==> config.mk <==
export PLATFORM = sky130hd
export DESIGN_NAME = pc_fetch_gen
export DESIGN_NICKNAME = d
export VERILOG_FILES = /design/src/rtl/pc_fetch_gen.sv
export SDC_FILE = /design/constraint.sdc
export NUM_CORES = 1
export LEC_CHECK = 0
export BUFFER_PORTS_ARGS = -buffer_cell sky130_fd_sc_hd__buf_4
export CORE_UTILIZATION = 45
export CTS_CLUSTER_SIZE = 12
export DETAILED_ROUTE_END_ITERATION = 12
export GPL_TIMING_DRIVEN = 0
export PLACE_DENSITY = 0.72
export SYNTH_ARGS = -nofsm -noshare
export SYNTH_HDL_FRONTEND = slang
export SYNTH_SLANG_ARGS = --single-unit
==> constraint.sdc <==
create_clock -name clk -period 2.6 [get_ports clk]
set_clock_uncertainty 0.15 [all_clocks]
set_input_delay 0.26 -clock clk [delete_from_list [all_inputs] [get_ports clk]]
set_output_delay 0.26 -clock clk [all_outputs]
set_load 0.05 [all_outputs]
==> src/rtl/pc_fetch_gen.sv <==
// pc_fetch_gen: the fetch-stage PC generator. It holds the fetch PC and presents it to the
// I-side with a valid/ready handshake. A branch redirect that arrives while fetch cannot
// advance is buffered, so it is never lost. The block also flags a misaligned fetch address.
//
// Ports:
//   clk, rst          clock; asynchronous active-high reset
//   stall_i           pipeline stall vector; any set bit stalls fetch
//   exception_i       exception/flush redirect to exception_pc_i (highest priority)
//   branch_enable_i   single-cycle branch redirect request to branch_addr_i
//   fetch_ready_i     the I-side accepts pc_o this cycle
//   pc_o, pc_valid_o  fetch request
//   redirect_pend_o   a buffered branch target is waiting
//   exception_type_o  32'h8000_0000 when pc_o is valid and misaligned, otherwise 0
//
// Optional feature, macro PC_PERF_CNT_EN: adds the perf_redirect_o and perf_stall_o
// counters. When the macro is not defined, neither the ports nor the counters exist.
module pc_fetch_gen #(
  parameter int unsigned ADDR_W     = 32,
  parameter logic [ADDR_W-1:0] RESET_VEC = 32'hBFC0_0000,
  parameter int unsigned STALL_W    = 4,
  parameter int unsigned INST_BYTES = 4
) (
  input  logic                clk,
  input  logic                rst,
  input  logic [STALL_W-1:0]  stall_i,
  input  logic                exception_i,
  input  logic [ADDR_W-1:0]   exception_pc_i,
  input  logic                branch_enable_i,
  input  logic [ADDR_W-1:0]   branch_addr_i,
  input  logic                fetch_ready_i,
  output logic [ADDR_W-1:0]   pc_o,
  output logic                pc_valid_o,
  output logic                redirect_pend_o,
  output logic [31:0]         exception_type_o
`ifdef PC_PERF_CNT_EN
  ,
  output logic [31:0]         perf_redirect_o,
  output logic [31:0]         perf_stall_o
`endif
);

  localparam int unsigned OFF_W = $clog2(INST_BYTES);

  typedef enum logic [1:0] {
    ST_BOOT = 2'd0,
    ST_RUN  = 2'd1,
    ST_PEND = 2'd2
  } state_t;

  state_t              state_q, state_d;
  logic [ADDR_W-1:0]   pc_d;
  logic [ADDR_W-1:0]   pend_addr_q, pend_addr_d;
  logic                advance;
  logic                redirect_applied;
  logic                misaligned;

  assign advance = pc_valid_o & fetch_ready_i & (stall_i == '0);

  // Next state, pending target and next fetch PC.
  always_comb begin
    state_d          = state_q;
    pend_addr_d      = pend_addr_q;
    pc_d             = pc_o;
    redirect_applied = 1'b0;

    case (state_q)
      ST_BOOT: state_d = ST_RUN;
      ST_RUN: begin
        if (!exception_i && branch_enable_i && !advance) begin
          state_d     = ST_PEND;
          pend_addr_d = branch_addr_i;
        end
      end
      ST_PEND: begin
        if (exception_i || advance) begin
          state_d = ST_RUN;
        end else if (branch_enable_i) begin
          pend_addr_d = branch_addr_i;  // the younger branch replaces the buffered one
        end
      end
      default: state_d = ST_BOOT;
    endcase

    // advance is always 0 in BOOT, so a branch pulse during BOOT falls through to hold.
    if (exception_i) begin
      pc_d             = exception_pc_i;
      redirect_applied = 1'b1;
    end else if (state_q == ST_PEND && advance) begin
      pc_d             = pend_addr_q;
      redirect_applied = 1'b1;
    end else if (branch_enable_i && advance) begin
      pc_d             = branch_addr_i;
      redirect_applied = 1'b1;
    end else if (advance) begin
      pc_d = pc_o + ADDR_W'(INST_BYTES);
    end
  end

  // State and output registers.
  always_ff @(posedge clk or posedge rst) begin
    if (rst) begin
      state_q         <= ST_BOOT;
      pc_o            <= RESET_VEC;
      pend_addr_q     <= '0;
      pc_valid_o      <= 1'b0;
      redirect_pend_o <= 1'b0;
    end else begin
      state_q         <= state_d;
      pc_o            <= pc_d;
      pend_addr_q     <= pend_addr_d;
      pc_valid_o      <= (state_d != ST_BOOT);
      redirect_pend_o <= (state_d == ST_PEND);
    end
  end

  // Misalignment flag. With single-byte instructions every address is aligned.
  generate
    if (OFF_W > 0) begin : g_align
      assign misaligned = (pc_o[OFF_W-1:0] != '0);
    end else begin : g_noalign
      assign misaligned = 1'b0;
    end
  endgenerate

  assign exception_type_o = {pc_valid_o & misaligned, 31'b0};

`ifdef PC_PERF_CNT_EN
  // Counters for applied redirects and for stalled valid cycles. Both wrap.
  always_ff @(posedge clk or posedge rst) begin
    if (rst) begin
      perf_redirect_o <= '0;
      perf_stall_o    <= '0;
    end else begin
      if (redirect_applied) perf_redirect_o <= perf_redirect_o + 32'd1;
      if (pc_valid_o && !advance) perf_stall_o <= perf_stall_o + 32'd1;
    end
  end
`else
  logic unused_redirect;
  assign unused_redirect = redirect_applied;
`endif

endmodule

### Word-level counts from Yosys, hierarchy flattened

Cells that the tools add are included.

* flip-flop bits (word level): 68
* input bits: 73
* output and inout port bits: 66
* logic and storage cells: 40

* add/sub/neg operators: 1
* equal/unequal tests: 6
* multiplexer cells: 11
* bitwise gates (word level): 3
* reductions and logical operators: 14

Operator list (count)
* $mux W32: 7
* $pmux W32 S2: 1
* $add A32 B3 Y32 const B: 1
* $ne A2 B2 Y1 const B: 3
* $pmux W2 S3: 1
* $reduce_bool A2 Y1: 3
* $eq A2 B2 Y1 const B: 2
* $logic_and A1 B1 Y1: 4
* $logic_not A4 Y1: 1
* $mux W2: 2
* $reduce_and A4 Y1: 1
* $reduce_bool A4 Y1: 1
* $and A1 B1 Y1: 3
* $eq A2 B1 Y1 const B: 1
* $logic_not A1 Y1: 2
* $logic_not A2 Y1: 1
* $logic_or A1 B1 Y1: 1

### Logic depth before layout (Yosys ltp)

Gate-level depths: netlist (run 1).

* word-level depth: 7
* depth in mapped cells: 7

### Worst setup path after synthesis (run 1)

Ideal clock, no wire load.

* kind: flip-flop to flip-flop
* from: register pc_o[2]
* to: register pc_o[18]
* arrival: 1.982 ns
* slack: 0.348 ns
* stages on the path, launching flop included: 8
* buffers on the path: 1
* clock period less this slack: 2.252 ns
* cells stage by stage: dfrtp_1 -> ha_1 -> nand3_1 -> nor2_2 -> buf_6 -> nand3_1 -> a41o_1 -> a31o_1

* longest elaborated chain between the ends: 5

RTL lines
* start, declared: line 31 `output logic [ADDR_W-1:0] pc_o,`
* start signal, assigned: line 109 `pc_o <= pc_d;`
* $add A32 B3 Y32: line 95 `pc_d = pc_o + ADDR_W'(INST_BYTES);`
* $mux W32: line 94 `end else if (advance) begin`
* $mux W32: line 91 `end else if (branch_enable_i && advance) begin`
* $mux W32: line 88 `end else if (state_q == ST_PEND && advance) begin`
* $mux W32: line 85 `if (exception_i) begin`

Every way passes these cells. The select of a mux whose other input is x is not followed.
A chain may end at the register's enable or synchronous reset.

### Worst setup path after layout (run 1)

* from: register pc_valid_o
* to: register pc_o[12]

* longest elaborated chain between the ends: 6

RTL lines
* start, declared: line 32 `output logic pc_valid_o,`
* start signal, assigned: line 111 `pc_valid_o <= (state_d != ST_BOOT);`
* $and A1 B1 Y1 (*) (2 in a row): line 57 `assign advance = pc_valid_o & fetch_ready_i & (stall_i == '0);`
* $logic_and A1 B1 Y1: line 91
* $mux W32: line 91
* $mux W32: line 88
* $mux W32: line 85

Every way passes the cells marked *; elsewhere a longest branch is shown, timed or not.

==> results.md, run 1 <==
Power:
- The worst-case IR drop observed on VDD is 0.272 mV.
- Summed over all nets, the switching power comes to 1.34 mW.
- The part of the power in combinational logic is 31.0%.
- The switching share of power is 35.0%.
- In this run the static leakage power is 2.79 nW.
- The clock network is responsible for just under 30% of the overall power.
- The sequential cell fraction of total power is 39.6%.
- The internal power consumption is 2.48 mW.
- The power density over cell area is 621 mW/mm².

Yosys:
- By count the netlist is led by 59 x dfrtp_1, 43 x nand2_1, 38 x buf_4.
- The number of synthesis warnings is 0.
- The number of different library cells used by synthesis comes to 68.
- The mapped netlist covers roughly 0.0045 mm².
- After synthesis, the cell types taking the most area are dfrtp_1 33%, mux2_2 7.8%, buf_4 6.4%, dfstp_2 5.3%, a21oi_1 3.8%.
- The number of flops mapped to enable cells by yosys is 0.
- Among all flip-flop cells after synthesis, the most frequent one is dfrtp_1.
- The share of flip-flops with an asynchronous set or reset after synthesis is 100%.
- The share of synthesized area in the top cell type comes to 32.9%.
- The most frequently used cell type in the post-synthesis netlist is dfrtp_1.
- In the synthesized netlist, the number of instances is 491.
- For this run, the register share of the synthesized area comes to 38.2%.
- The number of synthesized register bits is between 60 and 70.
- The synthesized design spends more area on one cell type than any other, namely dfrtp_1.
- The synthesized area per cell is 9.13 µm².

STA:
- The final cycle utilization of the critical path is between 90 and 100%.
- The worst path in the final design needs a cycle of 2.35 ns, including I/O delays and setup.
- At the pin with the least slew margin, the transition time is 0.884 ns.
- The maximum clock frequency is 425 MHz.
- Setup repair after global routing left no endpoint under its margin.
- The final count of pins violating max slew is 0.
- The number of failing setup endpoints in the final timing report is 0.
- The final sum of negative setup slack is 0 ns.
- The hold violation total from the final report was 0.
- The worst relative slew slack is between 40% and 50%.

Setup path:
- The signal on the critical path passes through and4bb_1, nand2_1, buf_2, buf_2, nor2_1, a311oi_1.
- The type of origin of the critical path is a register.
- The startpoint-to-endpoint class of the critical path is register to register.
- The data arrival at the endpoint of the critical path is 2.40 ns.
- For this design, the slowest cell found on the critical path is nor2_1.
- The cell that appears most often on the critical path is buf_2.
- The nature of the critical path endpoint is a register.
- The required time at the endpoint of the critical path is 2.65 ns.
- The delay of the slowest cell on the worst path is 0.54 ns.
- The maximum fanout count along the critical path is 10.

Clock network:
- The root buffer cell chosen for the clock tree is clkbuf_8.
- Once the clock tree was built, the setup fixing pass inserted 0 buffers.
- After clock tree synthesis, the clock-pin slew on the worst setup and hold paths is 0.08 ns.
- The CTS tree is built.
- For this design, the CTS-stage hold fixing added 30 buffers.
- No sink is reached through more buffers than the 2 on the longest clock path.
- For the worst-skew pair, the clock arrives at the later sink with an insertion delay of 0.36 ns.
- The count of clock tree sinks is 68.
- CTS built an H-tree with a depth of 3.
- The TritonCTS buffer count is 9.
- Once the clock tree was built, the resizer swapped 0 gates to a different size.

Route:
- For this block, the via count after detailed routing is 4717.
- The total wirelength of the detailed-routed design is 15900 µm.
- The routed wire length per instance is 19.6 µm.
- The number of nets with antenna violations after routing is 0.
- For this block, the initial DRC count from the detailed router was 397.
- The total iterations of the first detailed-routing run is 5.
- In the routed design, unresolved DRC markers number 0.
- In the routed layout, each cell is associated on average with a via count of 5.82.

GRT:
- The maximum number of pins on one net before global-route repair is 69.
- In the global route stage, met1 resource usage came out at 41.2%.
- Summed over all layers, the global routing overflow is 0.
- The most used routing layer is met2.
- The number of antenna violations at the first check in global routing is 0.
- The global-route met2 utilization is 49.4%.
- The wire length of the first global-routing pass is 23900 µm.
- The overall track demand over capacity in global routing is 31.0%.
- The via count of the first global-routing pass is 4413.
- The routing usage on met3 is between 6 and 7%.

Die:
- The floorplan row count is 36.
- The die is 102 µm tall.
- The top-level port count is 139.
- The die span in x is 102 µm.
- The die covers 0.0104 mm².
- The area inside the core boundary is 0.00973 mm².
- The effective utilization at floorplan is 46.1%.

Cells and area:
- In the final design database the tool counted 746 nets.
- The number of fill cells is 888.
- 0 antenna diodes ended up in the layout.
- Compared with the post-synthesis result, the final layout area differs by 37.1%.
- In the final layout, the share of cells above drive strength 1 is between 30 and 40%.
- The final design instance area without fill is 0.00615 mm².

Job:
- Across the run, the number of max-cap violations was 0.

Outcome:
- The run finished with clean final reports.

Min path:
- The worst hold path belongs to the class input pin to register.

Placed design:
- Once placement finished, the instance area stood at approximately 0.0056 mm².
- The placer's final routability congestion estimate is 0.928.
- The port buffer count is 107.
- The placed wire-length estimate after detailed placement is 10900 µm.
## cell type report
class	count	area (µm²)	area share, %
Clock inverter	6	111	1.81
Timing Repair Buffer	140	1130	18.4
Tap cell	133	166	2.71
Inverter	9	36.3	0.590
Sequential cell	68	1710	27.9
Multi-Input combinational cell	377	2420	39.4
Buffer	67	429	6.98
Clock buffer	10	138	2.24
## per-stage QoR
stage               instances  worst slack [ns]  power, mW  hold slack (ns)  util, %
floorplan                 521             0.348       2.29            0.216        -
global placement          761            -0.472       2.62            0.320     57.2
detailed placement        761             0.294       2.66            0.323     57.2
CTS                       807             0.316       3.79         0.000101     62.9
global route              810             0.156       3.96          0.00530     63.2
finish                    810             0.248       3.82          0.00303     63.2
## state kept, by name (all words and copies together) (netlist names)
name	flops
pc_valid_o	1
redirect_pend_o	1
pend_addr_q	32
pc_o	32
state_q	2
## cells in the final DEF (no fill, tap or decap), types with 3 or more instances in the layout
master,n
a21oi_1,34
and4_1,5
dfstp_2,9
a211oi_1,5
a41o_1,3
nor2_1,28
mux2i_1,10
o22a_1,3
o21a_1,3
o211ai_1,5
nor4_1,3
and3_1,4
o21ai_0,26
a31oi_1,16
nand4_1,10
clkbuf_8,10
buf_2,16
dlygate4sd3_1,33
bufinv_16,3
o22ai_1,8
or3_1,8
dfrtp_1,59
nor3_1,5
inv_1,8
nand3_1,23
nand2_1,43
xnor2_1,7
conb_1,31
o31ai_1,5
mux2_2,31
and2_1,3
buf_4,145
a21o_1,5
xor2_1,5
a311oi_1,6
nand2b_1,4
clkbuf_1,9
## cells by family (layout without fill, tap and decap cells)
group	count (synthesis)	count (layout)	synth area share, %
mux	42	42	10.3
buf+inv	76	232	10.3
compound gates	142	142	20.8
other cells	1	31	0.0836
fa+ha+maj	1	1	0.279
flops	68	68	38.2
xor+xnor	12	12	2.34
simple gates	149	149	17.7
## worst max-delay path, delay by kind of cell, from the launching register on
kind            cells  cell delay, ns
compound gates      1            0.18
flops               1            0.37
simple gates        3            1.00
buf+inv             2            0.50
## power groups by stage
stage	Sequential, mW	Clock [mW]	Combinational, mW
6_report	1.51	1.12	1.18
4_1_cts	1.50	1.11	1.17
5_1_grt	1.54	1.16	1.26
2_1_floorplan	1.66	0	0.630
3_3_place_gp	1.51	0	1.11
3_5_place_dp	1.52	0	1.13
## metal layers
metal	wire (µm)	part of all wire (%)
met5	0	0
met4	399	2.5
met3	1610	10
met2	7400	47
met1	6440	41
## final timing paths
check,startpoint,to,slack (ns),depth (start not counted)
min in group asynchronous,rst,pc_o[3],0.47,3
worst max-delay path,pc_valid_o,pc_o[12],0.25,6
max in group asynchronous,rst,redirect_pend_o,1.21,3
worst min-delay path,branch_addr_i[24],pend_addr_q[24],0.003,2
worst min register to register,pend_addr_q[10],pend_addr_q[10],0.35,1
worst max register to register,pc_valid_o,pc_o[12],0.25,6
(Power assumes the default switching activity.)
==> inputs of run 2 (changes only) <==
Settings changed: CAP_MARGIN from default to 10.
Clock period 2.6 ns to 2.8 ns, I/O delays scaled along.
==> run 2 against run 1 <==
The run now ends with hold timing left. Sequential share of layout area rose by 1.0 points. Global-route usage fell by 0.51 points. Via count fell by 1.9%. First-iteration DRC count fell by 10%. Die area did not move. Register-to-register slack improved by 0.20 ns. Fmax fell by 0.18%. Cell count fell by 2.7%. Routed wire length fell by 2.3%. Setup slack improved by 0.20 ns. Worst hold slack got worse by 0.0056 ns. Critical path depth did not move. Highest routed layer unchanged.
==> results.md, run 2 (synthesized netlist as in run 1, its figures left out) <==
Route:
- The final routed DRC violation total is 0 (unchanged).
- The total wirelength of the detailed-routed design was 15500 µm (-2.3%).
- The starting DRC count in detailed routing is 357 (-10%).
- The total iterations of the first detailed-routing run is 5 (unchanged).
- The via count came to 4629 (-1.9%).
- The routed wire length per instance is 19.6 µm (+0.40%).
- The ratio of routed vias to standard cells is 5.87 (+0.87%).
- The number of nets with antenna violations after routing is 0 (unchanged).

STA:
- The final cycle utilization of the critical path is 84.2% (-6.3 points).
- The hold violation total from the final report is 1 (+1).
- Setup repair after global routing left no endpoint under its margin.
- The final sum of negative setup slack is 0 ns (unchanged).
- The worst relative slew slack is 42.1% (+1.0 points).
- The final count of pins violating max slew was 0 (unchanged).
- The maximum clock frequency came to 424 MHz (-0.18%).
- The worst hold slack is -0.00258 ns (-0.00561 ns).
- The number of failing setup endpoints in the final timing report is 0 (unchanged).
- The time the final worst path needs with I/O delays and setup came to 2.36 ns (+0.00431 ns).
- The transition time at the pin with the least slew margin was 0.869 ns (-0.0151 ns).

Clock network:
- The cell sitting at the root of the clock tree is a clkbuf_8.
- The post-cts repair resize count is 0 (unchanged).
- The TritonCTS buffer count came to 9 (unchanged).
- The maximum level of the CTS H-tree was 3 (unchanged).
- The CTS clock-pin slew for the worst setup and hold paths is 0.08 ns (about the same).
- The clock latency on the worst-skew pair is 0.36 ns (about the same).
- The count of clock tree sinks is 68 (unchanged).
- The deepest clock path buffer count is 2 (unchanged).
- The CTS tree is built.

Cells and area:
- Compared with the post-synthesis result, the final layout area differs by 32.2%.
- The final cell utilization of the core is 60.9% (-2.3 points).
- The library cells used most frequently in the layout, excluding fill and tap cells, are 145 x buf_4, 59 x dfrtp_1, 43 x nand2_1.
- The library cell used most frequently in the layout, excluding fill and tap cells, is buf_4.
- The number of antenna repair diodes was 0 (unchanged).
- The final-stage net count is 724 (-2.9%).
- The share of layout cells above drive strength 1 is 35.6% (+1.2 points).
- The largest registers in the layout are pc_o (32), pend_addr_q (32), state_q (2).

Setup path:
- The data arrival at the endpoint of the critical path is 2.41 ns (about the same).
- The maximum fanout count along the critical path is 10 (unchanged).
- The cell family contributing the most delay on the critical path is simple AND/OR/NAND/NOR gates.
- The most numerous cell on the critical path is buf_2.
- On the critical path, the stage with the largest delay is an instance of nor2_1.
- The critical path goes through and4bb_1, nand2_1, buf_2, buf_2, nor2_1, a311oi_1.
- The delay of the slowest cell on the worst path is 0.55 ns (about the same).
- STA classifies the critical path endpoint as a register.
- The required time at the endpoint of the critical path is 2.85 ns (+0.20 ns).
- The number of buffers and inverters on the critical path is 2 (unchanged).
- The type of origin of the critical path is a register.
- The worst setup path is of the register to register kind.

Placed design:
- The placed wire-length estimate after detailed placement came to 10900 µm (unchanged).
- The port buffer count came to 107 (unchanged).
- The placer's final routability congestion estimate is 0.928 (unchanged).

GRT:
- The wire length of the first global-routing pass is 23500 µm (-1.7%).
- The maximum number of pins on one net before global-route repair was 69 (unchanged).
- The number of antenna violations at the first check in global routing is 0 (unchanged).
- The remaining global-route overflow was 0 (unchanged).
- The via count of the first global-routing pass came to 4282 (-3.0%).
- The overall track demand over capacity in global routing came to 30.5% (-0.51 points).

Power:
- The sequential cell fraction of total power is 39.9% (+0.3 points).
- The switching share of power is 35.0% (-0.037 points).
- The total leakage power was 2.70 nW (-3.3%).
- The internal power consumption is 2.29 mW (-8.0%).
- The net switching power of the design is 1.23 mW (-8.1%).
- The worst-case vdd ir drop was 0.291 mV (+7.0%).
- The part of the power in combinational logic came to 30.5% (-0.5 points).
- The power density over cell area is 593 mW/mm² (-4.6%).
- The portion of total power attributed to the clock network was 29.6% (+0.2 points).

Die:
- The effective utilization at floorplan is 46.1% (unchanged).
- The area inside the core boundary is 0.00973 mm² (unchanged).
- The die span in x is 102 µm (unchanged).
- The floorplan die area came to 0.0104 mm² (unchanged).
- The floorplan row count came to 36 (unchanged).
- The vertical die dimension is 102 µm (unchanged).
- The top-level port count is 139 (unchanged).

Job:
- The reported max-cap violation count was 0 (unchanged).

Outcome:
- The checks that failed: hold timing.
- The flow ran to the end, but the final reports show violations.

Min path:
- The path class of the tightest hold or removal check is input pin to register.
run 2: changes by cell type in the layout (fill, tap and decap cells not counted), sizes merged:
cell         previous run  this run
dlygate4sd3            33        11
run 2: repair_timing:
action / 4_1_cts / 5_1_grt
hold endpoints to repair: 13 / 0
hold buffers: 11 / 0
setup endpoints to repair: 0 / 0
buffers inserted: 0 / 0
run 2: cell type report:
cell class	instances	area, µm²
fill	909	3800
clock inverter	6	111
multi-input combinational	377	2420
sequential	68	1710
timing repair buffer	118	913
buffer	67	429
clock buffer	10	138
tap	133	166
inverter	9	36.3
run 2: layer usage:
metal	up-vias	global-route usage, %	wire, µm
met3	37	6.36	1510
li1	2072	-	-
met2	311	47.7	7190
met1	2209	41.1	6380
met4	0	13.3	415
met5	-	0	0
run 2: worst register-to-register path, cell delays in order, from the launching register on:
cell	delay, ns
dfrtp_1	0.38
and4bb_1	0.31
nand2_1	0.14
buf_2	0.23
buf_2	0.26
nor2_1	0.55
a311oi_1	0.18
run 2: power groups by stage:
stage | Sequential, mW | Clock (mW) | Combinational [mW]
2_1_floorplan | 1.54 | 0 | 0.585
3_3_place_gp | 1.40 | 0 | 1.03
3_5_place_dp | 1.41 | 0 | 1.05
4_1_cts | 1.40 | 1.03 | 1.07
5_1_grt | 1.43 | 1.08 | 1.14
6_report | 1.40 | 1.04 | 1.07
run 2: final timing paths:
path | from | to | slack, ns | cells past startpoint
max reg2reg | pc_valid_o | pc_o[12] | 0.44 | 6
min | exception_pc_i[16] | pc_o[16] | -0.003 | 3
min reg2reg | pend_addr_q[10] | pend_addr_q[10] | 0.35 | 1
min in group asynchronous | rst | pc_o[3] | 0.51 | 3
max | pc_valid_o | pc_o[12] | 0.44 | 6
max in group asynchronous | rst | pc_o[15] | 1.43 | 3
run 2: through the flow:
stage	setup slack (ns)	instance area (µm²)	std cells	total power [mW]
final	0.443	5930	788	3.51
after CTS	0.516	5930	788	3.50
after global routing	0.345	5930	788	3.65
after floorplan	0.548	4600	521	2.13
after detailed placement	0.474	5570	761	2.47
after global placement	-0.292	5570	761	2.43
